$ cat config.mk
export PLATFORM = sky130hd
export DESIGN_NAME = mem_arbiter
export DESIGN_NICKNAME = d
export VERILOG_FILES = /design/src/rtl/mem_arbiter.sv
export SDC_FILE = /design/constraint.sdc
export NUM_CORES = 1
export LEC_CHECK = 0
export CAP_MARGIN = 20
export CORE_ASPECT_RATIO = 1.1
export CORE_MARGIN = 3
export CORE_UTILIZATION = 31
export DETAILED_ROUTE_END_ITERATION = 6
export PLACE_DENSITY_LB_ADDON = 0.25
export RECOVER_POWER = 50
export SETUP_SLACK_MARGIN = 0.5
export SYNTH_ARGS = -nofsm -noshare
export SYNTH_HDL_FRONTEND = slang
export SYNTH_SLANG_ARGS = --single-unit
$ cat constraint.sdc
create_clock -name CLK -period 3.6 [get_ports CLK]
set_input_delay 0.72 -clock CLK [delete_from_list [all_inputs] [get_ports CLK]]
set_output_delay 0.72 -clock CLK [all_outputs]
set_load 0.05 [all_outputs]
$ cat src/rtl/mem_arbiter.sv
`default_nettype none
// +----------------------------------------------------------------------------+
// | mem_arbiter: shares single-ported main RAM between fetch and data ports.   |
// | Revision: 1.0                                                              |
// +----------------------------------------------------------------------------+
module mem_arbiter #(
  parameter int ADDR_W     = 32,
  parameter int WORD_W     = 32,
  parameter int STARVE_MAX = 4
) (
  input  logic              CLK,
  input  logic              RST,
  input  logic              iREN,
  input  logic [ADDR_W-1:0] iaddr,
  output logic              iwait,
  output logic [WORD_W-1:0] iload,
  input  logic              dREN,
  input  logic              dWEN,
  input  logic [ADDR_W-1:0] daddr,
  input  logic [WORD_W-1:0] dstore,
  output logic              dwait,
  output logic [WORD_W-1:0] dload,
  output logic              ramREN,
  output logic              ramWEN,
  output logic [ADDR_W-1:0] ramaddr,
  output logic [WORD_W-1:0] ramstore,
  input  logic [WORD_W-1:0] ramload,
  input  logic              ram_ready
);

  localparam int CNT_W = $clog2(STARVE_MAX + 1);
  localparam logic [CNT_W-1:0] c_starve_max = CNT_W'(STARVE_MAX);
  localparam logic [CNT_W-1:0] c_cnt_one    = CNT_W'(1);

  typedef enum logic [1:0] {
    S_IDLE = 2'd0,
    S_IACC = 2'd1,
    S_DACC = 2'd2
  } state_t;

  state_t            r_state;
  state_t            w_state_nxt;
  logic [CNT_W-1:0]  r_starve_cnt;
  logic [ADDR_W-1:0] r_addr;
  logic [WORD_W-1:0] r_store;
  logic              r_wflag;

  logic w_dreq;
  logic w_grant_d;
  logic w_grant_i;
  logic w_idone;
  logic w_ddone;

  assign w_dreq  = dREN | dWEN;
  assign w_idone = (r_state == S_IACC) && ram_ready;
  assign w_ddone = (r_state == S_DACC) && ram_ready;

  assign ramaddr  = r_addr;
  assign ramstore = r_store;

  always_comb begin
    w_state_nxt = r_state;
    w_grant_d   = 1'b0;
    w_grant_i   = 1'b0;
    ramREN      = 1'b0;
    ramWEN      = 1'b0;
    iwait       = iREN & ~w_idone;
    dwait       = w_dreq & ~w_ddone;
    iload       = '0;
    dload       = '0;

    case (r_state)
      S_IDLE: begin
        // A lone data request wins even once the starvation limit is reached.
        if (w_dreq && ((r_starve_cnt < c_starve_max) || !iREN)) begin
          w_grant_d   = 1'b1;
          w_state_nxt = S_DACC;
        end else if (iREN) begin
          w_grant_i   = 1'b1;
          w_state_nxt = S_IACC;
        end
      end
      S_IACC: begin
        ramREN = 1'b1;
        if (ram_ready) w_state_nxt = S_IDLE;
      end
      S_DACC: begin
        ramREN = ~r_wflag;
        ramWEN = r_wflag;
        if (ram_ready) w_state_nxt = S_IDLE;
      end
      default: w_state_nxt = S_IDLE;
    endcase

    // Responses to withdrawn requests are discarded.
    if (w_idone && iREN) iload = ramload;
    if (w_ddone && dREN && !r_wflag) dload = ramload;
  end

  always_ff @(posedge CLK) begin
    if (RST) begin
      r_state      <= S_IDLE;
      r_starve_cnt <= '0;
      r_addr       <= '0;
      r_store      <= '0;
      r_wflag      <= 1'b0;
    end else begin
      r_state <= w_state_nxt;
      if (w_grant_d) begin
        r_addr  <= daddr;
        r_store <= dstore;
        r_wflag <= dWEN;
        if (!iREN) begin
          r_starve_cnt <= '0;
        end else if (r_starve_cnt != c_starve_max) begin
          r_starve_cnt <= r_starve_cnt + c_cnt_one;
        end
      end
      if (w_grant_i) begin
        r_addr       <= iaddr;
        r_starve_cnt <= '0;
      end
    end
  end

endmodule
`default_nettype wire

==> results.md <==
- Status: completed
- Min-Delay Path Class: reg -> reg
- Switching power: approximately 1000 uW
- Number of I/O port buffers: 265
- Yosys reg bits: 70
- Power share of the combinational group: 38.3%
- WP data required: 2.88 ns
- RSZ-0062 raised after global routing: false
- Hold Violations, Final: 0
- Distinct cells, synth: 27
- Largest net degree at the start of global routing: 62
- Most frequent cells in the layout: clkdlybuf4s50_1, dfxtp_1, nand3_1, and2_1, buf_12
- Placed cells: 825
- Antenna diode count: 0
- # Post-CTS Setup Buffers: 0
- Post-place setup slack: 0.651 ns
- CTS Buffer Depth: 2
- Mux share of post-synthesis cell area: 0%
- Switching share of power: 36.6%
- Routed via count: 4273
- Setup crit start kind: primary input
- Setup CP Type: in -> out
- Hold slack: 0.461 ns
- Root buffer cell: clkbuf_16
- Clk pin slew, worst setup/hold paths: 0.05 ns
- Clock Skew: 0.00394 ns
- Synth Area in Compound Gates: 18.5%
- Static leakage: 0.00278 uW
- Post-cts repair resize count: 0
- Clock Power Share: between 20% and 30%
- Most common cell after layout, fill and taps aside: clkdlybuf4s50_1
- Mapped Cells: 453
- I/O Pins: 266
- Via-to-Cell Ratio: 5.09
- Internal power: 1730 uW
- Layout Nets: 828
- Final cell count without fillers: 839
- Hpwl dp: 11.1 mm
- Synth Area in Adders: 1.79%
- Pwr Density: 384 nW/um2
- Slew Viols, Final: 0
- Die Span X: 107 um
- Slew of the pin with the lowest slew margin: approximately 1.3 ns
- Post-CTS Hold Buffers: 0
- Avg Inst Size Synth: approximately 7.7 um2
- Period utilisation layout: between 80 and 90%
- Rows: 40
- Initial antenna violation count: 0
- CTS tree: yes
- Die area: 12600 um2
- Total grt overflow: 0
- CTS sink count: 70
- Synth Area in Simple Gates: about a third
- Final ANT Viol Nets: 0
- Mapped Area: around 3500 um2
- Register area: 1400 um2
- CTS buffer count: 9
- Layout cells sized above 1: a little over an eighth
- Crit. End Element: primary output
- MaxCap Viol Count: 0
- XOR/XNOR share of the synthesized area: 0%
- Later-pin clock latency in the skew report: 0.32 ns
- Sequential Power Share: approximately a third
- Syn-to-layout area delta: 103%
- Final setup vio count: 0
- Register area share after synthesis: 40.1%
- DRC: 0
- Maximum fanout along the worst path: 32
- GPL Wtd Cong: 0.913
- F_max: roughly 0.34 GHz
- Chip height: roughly 120 um
- CTS H-tree depth: 3
- First-pass GRT wire length: 23.4 mm
- Starting Density: 31.9%
- Tot GR Track Use: 23.2%
- TritonRoute pass-1 iters: 5
- Fin Setup TNS: 0 ns
- Routed WL: between 10 and 15 mm
- Combinational family with the most area after synthesis: simple AND/OR/NAND/NOR gates
- Fin crit period: about 2.9 ns
- Net Count, Synth: 592
- Max rail drop VDD: 296 uV
- Worst setup margin: 0.675 ns
- Critical Path AT: 2.21 ns
- Area of the multi-input gates: 1870 um2
- Core area: 11000 um2
- Max_slew headroom: 11.5%
- Routed wire per std cell: roughly 18 um
- Vias in the first global route: approximately 4200
- # fillers: 884
- Yosys warning count: 0
- Initial DRC count: 265
## path summary, 6_finish.rpt
| check | start | end | slack (ns) | depth (start not counted) |
|---|---|---|---|---|
| setup / recovery | dREN | dload[11] | 0.67 | 6 |
| hold / removal | ramaddr[7] | ramaddr[7] | 0.46 | 2 |
| setup reg to reg | r_state[0] | ramstore[18] | 1.54 | 5 |
| hold reg to reg | ramaddr[7] | ramaddr[7] | 0.46 | 2 |
## power by group through the flow
stage	combinational [uW]	sequential (uW)	clock (uW)
final	1040	896	782
after CTS	1070	899	805
after detailed placement	1070	915	0
after global placement	1050	910	0
after global routing	1110	905	819
after floorplan	350	1180	0
## stage by stage
step | cell area [um2] | total power [uW] | utilization, %
after floorplan | 3490 | 1530 | -
after global placement | 6850 | 1960 | 62.5
after detailed placement | 6850 | 1980 | 62.5
after CTS | 7100 | 2780 | 64.8
after global routing | 7090 | 2830 | 64.7
final | 7090 | 2720 | 64.7
## routing by layer
| layer | track usage, % | wire, um | vias to the layer above | part of all wire [%] |
|---|---|---|---|---|
| met5 | 0 | 0 | - | 0 |
| met1 | 27.9 | 5740 | 1983 | 39 |
| met3 | 7.37 | 1360 | 16 | 9.2 |
| li1 | - | - | 2078 | - |
| met2 | 40.2 | 7550 | 196 | 51 |
| met4 | 5.04 | 184 | 0 | 1.2 |
## cell usage after synthesis
| cell | count | share of area (%) |
|---|---|---|
| dfxtp_1 | 70 | 40 |
| nand3_1 | 66 | 9.5 |
| and2_1 | 65 | 12 |
| a21oi_1 | 39 | 5.6 |
| nand2_1 | 34 | 3.7 |
| nand4_1 | 34 | 6.1 |
| o21ai_0 | 34 | 4.9 |
| a31oi_1 | 33 | 5.9 |
| clkbuf_1 | 25 | 2.7 |
| buf_2 | 16 | 2.3 |
| buf_1 | 8 | 0.86 |
| ha_1 | 5 | 1.8 |
| inv_1 | 5 | 0.54 |
| nor2b_1 | 3 | 0.54 |
| and3_1 | 2 | 0.36 |
| buf_4 | 2 | 0.43 |
| nor3_1 | 2 | 0.29 |
| a21boi_0 | 1 | 0.22 |
| a2bb2oi_2 | 1 | 0.43 |
| and4b_1 | 1 | 0.29 |
| nand2b_1 | 1 | 0.18 |
| nor2_1 | 1 | 0.11 |
| nor4_1 | 1 | 0.18 |
| o21a_1 | 1 | 0.22 |
| o21bai_1 | 1 | 0.22 |
| o2bb2ai_2 | 1 | 0.43 |
| o31ai_4 | 1 | 0.61 |
## final cells by class
type | count | share of cell area, %
timing repair buffer | 276 | 47.3
multi-input combinational | 327 | 26.4
sequential | 70 | 19.8
clock buffer | 12 | 3.48
tap | 147 | 2.59
inverter | 5 | 0.265
clock inverter | 2 | 0.141
## worst max-delay path, stage by stage
cell and delay, ns:
clkdlybuf4s50_1 0.46, buf_4 0.16, and4b_1 0.23, buf_4 0.26, and2_1 0.22, buf_12 0.15
## cells by family after synthesis
logic type | Yosys count
fa+ha+maj | 5
buf+inv | 56
simple gates | 210
compound gates | 112
flops | 70
## state kept, by name, summed over array words and instances (netlist names)
name,count
r_starve_cnt,3
r_state,2
r_wflag,1
ramaddr,32
ramstore,32
(Power assumes the default switching activity.)
